===== src/rtl/ram_arbiter.sv =====
// ram_arbiter: shares one RAM between two requesters (e.g. I-cache and D-cache).
// Grants one port at a time with round-robin tie-breaking and drives the RAM through a
// start/busy handshake (start_ram strobe, response_ram busy level).
//
// Optional feature: define ARB_TIMEOUT_EN to build a 16-bit WAIT watchdog that aborts a
// transaction after TIMEOUT busy cycles and flags err0/err1. Without it, err0/err1 are 0.
//
// Ports:
//   clk, rst                      clock, synchronous active-high reset
//   req0/1, mode0/1               request level (held until done), 0 = read, 1 = write
//   address0/1, data0/1           transaction address and write data
//   busy0/1                       port owns the RAM (ISSUE or WAIT)
//   done0/1                       one-cycle completion pulse
//   out0/1                        registered read data, held until the next read completion
//   err0/1                        timeout flag, valid with done
//   start_ram, mode_ram           RAM start strobe and mode
//   address_ram, data_ram         RAM address and write data, stable ISSUE..DONE
//   out_ram, response_ram         RAM read data and busy level
module ram_arbiter #(
  parameter int unsigned DATA_W  = 32,
  parameter int unsigned ADDR_W  = 32,
  parameter int unsigned TIMEOUT = 64
) (
  input  logic              clk,
  input  logic              rst,
  input  logic              req0,
  input  logic              req1,
  input  logic              mode0,
  input  logic              mode1,
  input  logic [ADDR_W-1:0] address0,
  input  logic [ADDR_W-1:0] address1,
  input  logic [DATA_W-1:0] data0,
  input  logic [DATA_W-1:0] data1,
  output logic              busy0,
  output logic              busy1,
  output logic              done0,
  output logic              done1,
  output logic [DATA_W-1:0] out0,
  output logic [DATA_W-1:0] out1,
  output logic              err0,
  output logic              err1,
  output logic              start_ram,
  output logic              mode_ram,
  output logic [ADDR_W-1:0] address_ram,
  output logic [DATA_W-1:0] data_ram,
  input  logic [DATA_W-1:0] out_ram,
  input  logic              response_ram
);

  localparam logic [1:0] StIdle  = 2'd0;
  localparam logic [1:0] StIssue = 2'd1;
  localparam logic [1:0] StWait  = 2'd2;
  localparam logic [1:0] StDone  = 2'd3;

  logic [1:0]        state_q, state_d;
  logic              owner_q;   // 0 = port 0 owns the RAM, 1 = port 1
  logic              last_q;    // port granted most recently
  logic              mode_q;
  logic [ADDR_W-1:0] addr_q;
  logic [DATA_W-1:0] data_q;
  logic [DATA_W-1:0] out0_q, out1_q;
  logic              grant;
  logic              grant_port;
  logic              timeout;
  logic              capture;

  always_comb begin
    state_d    = state_q;
    grant      = 1'b0;
    grant_port = 1'b0;
    case (state_q)
      StIdle: begin
        // Never start while the RAM is still busy (e.g. an access abandoned by reset).
        if (!response_ram && (req0 || req1)) begin
          grant      = 1'b1;
          grant_port = (req0 && req1) ? ~last_q : req1;
          state_d    = StIssue;
        end
      end
      StIssue: state_d = StWait;
      StWait: begin
        if (!response_ram || timeout) begin
          state_d = StDone;
        end
      end
      StDone:  state_d = StIdle;
      default: state_d = StIdle;
    endcase
  end

  // Read data is valid on the first WAIT cycle the RAM reports idle.
  assign capture = (state_q == StWait) && !response_ram && !mode_q;

  always_ff @(posedge clk) begin
    if (rst) begin
      state_q <= StIdle;
      owner_q <= 1'b0;
      last_q  <= 1'b1;
      mode_q  <= 1'b0;
      addr_q  <= '0;
      data_q  <= '0;
      out0_q  <= '0;
      out1_q  <= '0;
    end else begin
      state_q <= state_d;
      if (grant) begin
        owner_q <= grant_port;
        last_q  <= grant_port;
        mode_q  <= grant_port ? mode1 : mode0;
        addr_q  <= grant_port ? address1 : address0;
        data_q  <= grant_port ? data1 : data0;
      end
      if (capture) begin
        if (owner_q) begin
          out1_q <= out_ram;
        end else begin
          out0_q <= out_ram;
        end
      end
    end
  end

`ifdef ARB_TIMEOUT_EN
  localparam logic [15:0] TimeoutCnt = 16'(TIMEOUT);

  logic [15:0] cnt_q;
  logic        err0_q, err1_q;

  // Fires on the TIMEOUT-th WAIT cycle that still sees the RAM busy.
  assign timeout = (state_q == StWait) && response_ram && ((cnt_q + 16'd1) == TimeoutCnt);

  always_ff @(posedge clk) begin
    if (rst) begin
      cnt_q  <= '0;
      err0_q <= 1'b0;
      err1_q <= 1'b0;
    end else begin
      if (state_q == StIssue) begin
        cnt_q <= '0;
      end else if (state_q == StWait) begin
        cnt_q <= cnt_q + 16'd1;
      end
      if (grant && !grant_port) begin
        err0_q <= 1'b0;
      end
      if (grant && grant_port) begin
        err1_q <= 1'b0;
      end
      if (timeout) begin
        if (owner_q) begin
          err1_q <= 1'b1;
        end else begin
          err0_q <= 1'b1;
        end
      end
    end
  end

  assign err0 = err0_q;
  assign err1 = err1_q;
`else
  logic unused_timeout;

  assign timeout        = 1'b0;
  assign err0           = 1'b0;
  assign err1           = 1'b0;
  assign unused_timeout = ^32'(TIMEOUT);
`endif

  assign start_ram   = (state_q == StIssue);
  assign busy0       = ((state_q == StIssue) || (state_q == StWait)) && !owner_q;
  assign busy1       = ((state_q == StIssue) || (state_q == StWait)) && owner_q;
  assign done0       = (state_q == StDone) && !owner_q;
  assign done1       = (state_q == StDone) && owner_q;
  assign mode_ram    = mode_q;
  assign address_ram = addr_q;
  assign data_ram    = data_q;
  assign out0        = out0_q;
  assign out1        = out1_q;

endmodule


===== config.mk =====
export PLATFORM = sky130hd
export DESIGN_NAME = ram_arbiter
export DESIGN_NICKNAME = d
export VERILOG_FILES = /design/src/rtl/ram_arbiter.sv
export SDC_FILE = /design/constraint.sdc
export NUM_CORES = 1
export LEC_CHECK = 0
export ABC_AREA = 1
export CAP_MARGIN = 5
export CORE_UTILIZATION = 35
export DETAILED_ROUTE_END_ITERATION = 10
export PLACE_DENSITY = 0.77
export SLEW_MARGIN = 5
export SYNTH_ARGS = -nofsm -noshare
export SYNTH_HDL_FRONTEND = slang
export SYNTH_SLANG_ARGS = --single-unit

===== constraint.sdc =====
create_clock -name clk -period 1.5 [get_ports clk]
set_input_delay 0.3 -clock clk [delete_from_list [all_inputs] [get_ports clk]]
set_output_delay 0.3 -clock clk [all_outputs]
set_load 0.01 [all_outputs]

# Word-level counts from Yosys, hierarchy flattened
# Cells that the tools add are included.
[totals]
ff_bits = 133
word_cells = 43
out_inout_bits = 136
inputBits = 167
[op_classes]
n_reduce_logical = 17
n_eq_ne = 5
n_bitwise = 2
n_mux = 11
[op_table]
columns = ["cell", "n"]
rows = [
  ["$mux W32", 2],
  ["$logic_and A1 B1 Y1", 8],
  ["$pmux W2 S4", 1],
  ["$mux W1", 6],
  ["$reduce_and A2 Y1", 3],
  ["$eq A2 B2 Y1 const B", 2],
  ["$mux W2", 2],
  ["$ne A2 B2 Y1 const B", 2],
  ["$logic_not A1 Y1", 3],
  ["$eq A2 B1 Y1 const B", 1],
  ["$logic_not A2 Y1", 1],
  ["$logic_or A1 B1 Y1", 2],
  ["$not A1 Y1", 2],
]

# Longest topological paths before layout
# Gate-level depths: netlist (run 1).
[depth]
ltp_word = 5
depth_mapped = 9
mapped_depth_nobuf = 8

# Worst setup path after synthesis (run 1)
# OpenSTA, ideal clock, no wires.
[synth_timing]
path_kind = "register to register"
from = "register state_q[0]"
to = "register addr_q[28] (netlist: address_ram[28])"
slack_ps = 102
n_path_buf = 1
t_arrival_ps = 1282
synth_period_minus_slack_ps = 1398
stages_incl_launch_ff = 9
setup_ps = 116
t_required_ps = 1384
cell_sequence = "dfxtp_1 > inv_1 > ha_1 > inv_1 > nor3_4 > buf_2 > nand2_1 > nor2_1 > nor2_1"
[synth_between]
elab_chain_len = 3
word_cells_on_any_way = 4
classes_between = "3 x mux; 1 x reduce/logical"
[synth_lines]
columns = ["item", "line_no", "rtl"]
rows = [
  ["start, declared", "55", "logic [1:0] state_q, state_d;"],
  ["start signal, assigned", "96", "state_q <= StIdle;"],
  ["start signal, assigned", "105", "state_q <= state_d;"],
  ["$logic_not A2 Y1 (*)", "71", "case (state_q)"],
  ["$mux W1", "71", ""],
  ["$mux W32", "110", "addr_q <= grant_port ? address1 : address0;"],
  ["end signal, assigned", "110", ""],
  ["end, declared", "59", "logic [ADDR_W-1:0] addr_q;"],
]
# Every way passes the cells marked *; elsewhere a longest branch is shown, timed or not.
# A chain may end at the register's enable or synchronous reset.

# Worst setup path in the final report (run 1)
[layout_timing]
from = "register state_q[0]"
to = "output busy0"
[layout_between]
elab_chain_len = 3
word_cells_on_any_way = 4
classes_between = "2 x eq/ne; 2 x reduce/logical"
[layout_lines]
columns = ["item", "line_no", "rtl"]
rows = [
  ["$eq A2 B1 Y1 or $eq A2 B2 Y1 (tied branches)", "171", "assign busy0 = ((state_q == StIssue) || (state_q == StWait)) && !owner_q;"],
  ["$logic_or A1 B1 Y1 (*)", "171", ""],
  ["$logic_and A1 B1 Y1 (*)", "171", ""],
  ["end, declared", "34", "output logic busy0,"],
]
# Marked as above.

==> results of run 1 <==
==> cells by family (layout without fill, tap and decap cells) <==
kind of cell,count (synthesis),in the layout
AO/OA/AOI/OAI,134,134
adder cells (fa/ha/maj),4,4
buffers and inverters,98,441
flip-flops,133,133
other,1,3
AND/OR/NAND/NOR,472,472
==> metal layers <==
| metal | global-route usage [%] | wire [um] | vias up |
|---|---|---|---|
| li1 | - | - | 3279 |
| met3 | 7.972 | 1727 | 52 |
| met2 | 43.15 | 11090 | 283 |
| met5 | 0 | 0 | - |
| met4 | 11.14 | 714 | 0 |
| met1 | 25.18 | 7872 | 3023 |
==> critical path, stage by stage (launching register included) <==
cell	delay (ns)
dfxtp_2	0.33
inv_2	0.05
ha_4	0.28
inv_2	0.03
nor2_2	0.08
buf_2	0.14
==> what timing repair did <==
action / CTS / global route
hold endpoints to repair: 0 / 0
resized for setup: 235 / 113
pin swaps: 3 / 16
setup endpoints to repair: 217 / 83
cloned: 2 / 8
buffers inserted: 8 / 4
==> sequential cells by signal, summed over array words and instances (netlist names) <==
name,count
state_q,2
last_q,1
owner_q,1
data_ram,32
address_ram,32
out0,32
out1,32
mode_ram,1
==> per-stage QoR <==
step,power (mW),std cells
after floorplan,6.402,843
after global placement,9.059,1346
after CTS,13.23,1387
final,13.73,1398
after detailed placement,9.125,1346
after global routing,14.45,1397
==> Yosys cell counts <==
library cell    n  area (um2)
a21oi_1         5       25.02
buf_1           7       26.28
buf_2          12       60.06
buf_4           3       22.52
clkbuf_1       32       120.1
conb_1          1       3.750
dfxtp_1       133        2663
ha_1            4       50.05
inv_1          44       165.2
nand2_1       178       668.1
nand2_2         1       6.260
nand3_1         7       35.03
nand3b_1        2       15.01
nor2_1        283        1062
nor3_4          1       16.27
o21ai_0       119       595.6
o21ai_1        10       50.05
==> power breakdown <==
| group | internal (mW) | total (mW) | switching (mW) |
|---|---|---|---|
| combinational | 2.48 | 4.97 | 2.49 |
| clock | 2.49 | 4.24 | 1.75 |
| sequential | 4.17 | 4.52 | 0.347 |
==> cell type report <==
type	instances	area, um2	area share (%)
Timing Repair Buffer	365	3739	36.15
Multi-Input combinational cell	612	2883	27.87
Sequential cell	133	2666	25.78
Clock buffer	17	425.4	4.113
Tap cell	211	264.0	2.553
Inverter	44	195.2	1.887
Clock inverter	15	167.7	1.621
Antenna cell	1	2.502	0.02420
==> how the worst min path moves through the flow <==
stage | start | to | slack (ns) | cells after the start
4_1_cts | address_ram[18] | address_ram[18] | 0.46 | 2
6_report | address_ram[18] | address_ram[18] | 0.46 | 2
5_1_grt | address_ram[18] | address_ram[18] | 0.50 | 2
2_1_floorplan | rst | address_ram[17] | 0.37 | 1
3_3_place_gp | address_ram[18] | address_ram[18] | 0.45 | 2
3_5_place_dp | address_ram[18] | address_ram[18] | 0.46 | 2
==> results.yml, run 1 <==
floorplanning:
  rows: 45
  coreArea_um2: 15370
  dieWidth_um: 128.3
  die_area_um2: 16460
  start_util_pct: 36.33
  die_y_um: 128.3
  pin_count: 303
yosys:
  ys_ff_latch: 133
  synth_compound_area_share_pct: 12.01
  synth_top_family_by_area: "simple AND/OR/NAND/NOR gates"
  avgSynthCellArea_um2: 6.632
  yosys.area_share.simple_pct: 32.29
  yosysUniqueCellTypes: 17
  synth_seq_area_share_pct: 47.68
  synth_fa_ha_area_share_pct: 0.8963
  synth_area_um2: 5584
  synth_xor_area_share_pct: 0
  ys_warn_count: 0
  muxShareOfSynthArea_pct: 0
  synthCells: 842
critical_path:
  r2r-end: "out1[26]"
  crit_arrival_ns: 1.34
  path_class: "reg2out"
  reg2reg_slack_ns: -0.12
  critPathCaptureType: "output port"
  critPathMaxFanout: 3
  reg2reg_depth: 11
  crit_start: "state_q[0]"
  worstSetupStartpointType: "register"
  worstSetupEndpoint: "busy0"
  rr_startpoint: "state_q[0]"
  crit_required_ns: 1.20
global_routing:
  grt_pass1_wl_um: 30370
  grt_remaining_overflow: 0
  grt_pass1_vias: 6096
  grt_max_degree: 70
  gr-usage-all-layers_pct: 23.96
  antenna_found_initial: 1
clocking:
  clk_pin_slew_ns: 0.06
  cts_max_level: 4
  hold_buffers: 0
  cts_made_buffers: 17
  clock-sinks: 133
  root_buffer: "clkbuf_16"
  clkLatencyLatePin_ns: 0.42
  clockBufferDepth: 2
  cts_tree: "yes"
placed_design:
  place_area_um2: 9170
  gp_congestion: 0.8516
  place_hpwl_um: 14190
  port_buffers: 300
  place_ws_ns: -0.3722
detailed_routing:
  antenna_left: 0
  routed-via-count: 6637
  routed_via_density: 4.747
  wirelength_um: 21400
  firstDrtPassIters: 4
  drc: 0
  drt_iter0_drc: 310
  wire_per_inst_um: 15.31
outcome:
  outcome: "finished with violations"
  violations: "setup timing"
hold_path:
  min_path_type: "reg2reg"
pwr:
  power_leakage_nw: 5.047
  worst_ir_drop_vdd_mv: 0.8403
  p_per_area_nw_per_um2: 1328
sta:
  setup_violations: 39
  tns_ns: -2.040
  max_freq_mhz: 608.7
  setup_slack_ns: -0.1429
  period_needed_ns: 1.643
  hold_ws_ns: 0.4609
  skew_ns: 0.008351
  finalMaxSlewViolations: 0
  finalHoldViolations: 0
  grt_setup_unrepaired: "yes"
  period_share_pct: 109.5
layout:
  finalNetCount: 1344
  finish.utilization_pct: 67.29
  postLayoutCellArea_um2: 10340
  area_growth_syn_to_layout_pct: 85.21
  most-common-layout-cells: "nor2_1, nand2_1, clkdlybuf4s50_1, dfxtp_1, dlygate4sd2_1"
  drive_gt1_share_pct: 16.61
  fill_cells: 1304
  final_common_cell: "nor2_1"
run:
  cap_violations: 0
Power figures use the tool's default switching activity.
==> inputs of run 2 (changes only) <==
Settings changed: SKIP_CTS_REPAIR_TIMING from default to 1.
==> results.yml, run 2 (synthesized netlist as in run 1, its figures left out) <==
outcome:
  outcome: "finished with violations"
  violations: "setup timing"
floorplanning:
  die_y_um: 128.3
  start_util_pct: 36.33
  coreArea_um2: 15370
  die_area_um2: 16460
  pin_count: 303
  dieWidth_um: 128.3
  rows: 45
critical_path:
  path_class: "reg2reg"
  rr_startpoint: "state_q[0]"
  critPathCaptureType: "register"
  cpLargestDelayFamily: "buffers and inverters"
  slowest_delay_ns: 0.34
  critPathMaxFanout: 12
  crit_start: "state_q[0]"
  cp_slowest_cell: "dfxtp_2"
  worstPathCellList: "inv_2 > buf_6 > ha_4 > inv_4 > nor2_4 > nand3_2 > buf_6 > clkinvlp_4 > buf_12 > nor2_1 > nor2_1"
  crit_required_ns: 1.80
  crit_arrival_ns: 2.03
  cp_num_buf_inv: 6
  worstSetupStartpointType: "register"
pwr:
  power_leakage_nw: 6.828
  clockPowerShare_pct: 28.9
  combinationalPowerShare_pct: 39.7
  p_per_area_nw_per_um2: 1308
  p_seq_share_pct: 31.3
  worst_ir_drop_vdd_mv: 0.8238
  power_switching_share_pct: 33.57
  switchingPower_mw: 4.954
  power.internal_mw: 9.804
sta:
  finalMaxSlewViolations: 0
  max_freq_mhz: 579.6
  tns_ns: -15.13
  period_share_pct: 115.0
  setup_violations: 128
  period_needed_ns: 1.725
  finalHoldViolations: 0
  skew_ns: 0.009944
  grt_setup_unrepaired: "yes"
  setup_slack_ns: -0.2253
global_routing:
  antenna_found_initial: 0
  grt_pass1_wl_um: 29330
  grt_pass1_vias: 5915
  grt_max_degree: 70
  grt_remaining_overflow: 0
  gr-usage-all-layers_pct: 23.12
layout:
  drive_gt1_share_pct: 20.99
  regArea_um2: 2665
  final_common_cell: "nor2_1"
  area_growth_syn_to_layout_pct: 102.0
  fill_cells: 1094
  diodes: 0
  finalNetCount: 1354
  postLayoutCellArea_um2: 11280
  multi_input_area_um2: 3206
  most-common-layout-cells: "nor2_1, nand2_1, clkdlybuf4s50_1, dfxtp_1, dlymetal6s2s_1"
run:
  cap_violations: 0
detailed_routing:
  wire_per_inst_um: 16.78
  routed_via_density: 4.869
  drc: 0
  routed-via-count: 6850
  drt_iter0_drc: 351
  wirelength_um: 23610
  firstDrtPassIters: 5
  antenna_left: 0
clocking:
  cts_tree: "yes"
  cts_max_level: 4
  clk_pin_slew_ns: 0.07
  clkLatencyLatePin_ns: 0.42
  cts_made_buffers: 17
  clock-sinks: 133
  root_buffer: "clkbuf_16"
  clockBufferDepth: 2
hold_path:
  min-delay-start: "address_ram[18]"
  min_path_type: "reg2reg"
placed_design:
  place_hpwl_um: 14190
  port_buffers: 300
  place_area_um2: 9170
  gp_congestion: 0.8516
-- run 2: cell count changes in the layout (fill, tap and decap cells not counted), moves of 5 or more --
cell and delta:
dlygate4sd2_1 -129, o21ai_2 +10, dlymetal6s2s_1 +129, buf_8 +5, nor2_1 -33, o21ai_0 +14, o21ai_1 -23, nor2_4 +36
-- run 2: final timing paths --
path	end	slack (ns)	depth (start not counted)
setup / recovery	out0[19]	-0.23	11
hold reg to reg	address_ram[18]	0.47	2
hold / removal	address_ram[18]	0.47	2
setup reg to reg	out0[19]	-0.23	11
-- run 2: final cells by class --
class	count	share of cell area, %
repair buffers	375	38.76
multi-input cells	612	28.42
flip-flops and latches	133	23.63
clock buffers	17	3.772
well taps	211	2.341
inverters	44	1.586
clock inverters	15	1.487
-- run 2: per-layer routing --
layer / GRT usage, % / vias to the layer above / wire length [um]
met2: 41.81 / 333 / 12450
met4: 9.689 / 0 / 870
li1: - / 3304 / -
met5: 0 / - / 0
met3: 7.972 / 67 / 2008
met1: 24.35 / 3146 / 8277
-- run 2: power groups by stage --
stage          Combinational (mW)  Clock [mW]  Sequential (mW)
3_3_place_gp                 4.52           0             4.54
6_report                     5.86        4.27             4.63
4_1_cts                      4.60        4.29             4.49
2_1_floorplan                1.59           0             4.81
3_5_place_dp                 4.57           0             4.56
5_1_grt                      6.29        4.48             4.69
-- run 2: worst min-delay path: stages, from the launching register on --
cell,delay [ns]
dfxtp_1,0.31
nand2_1,0.06
a21oi_1,0.06
-- run 2: stage by stage --
step | std cells | hold WS [ns] | total power [mW] | worst slack [ns] | util (%)
after floorplan | 843 | 0.3691 | 6.402 | 0.1018 | -
after global placement | 1346 | 0.4520 | 9.059 | -0.3167 | 59.66
after detailed placement | 1346 | 0.4573 | 9.125 | -0.3722 | 59.66
after CTS | 1378 | 0.4643 | 13.38 | -0.6724 | 63.52
after global routing | 1407 | 0.4966 | 15.46 | -0.2772 | 73.37
final | 1407 | 0.4673 | 14.76 | -0.2253 | 73.37
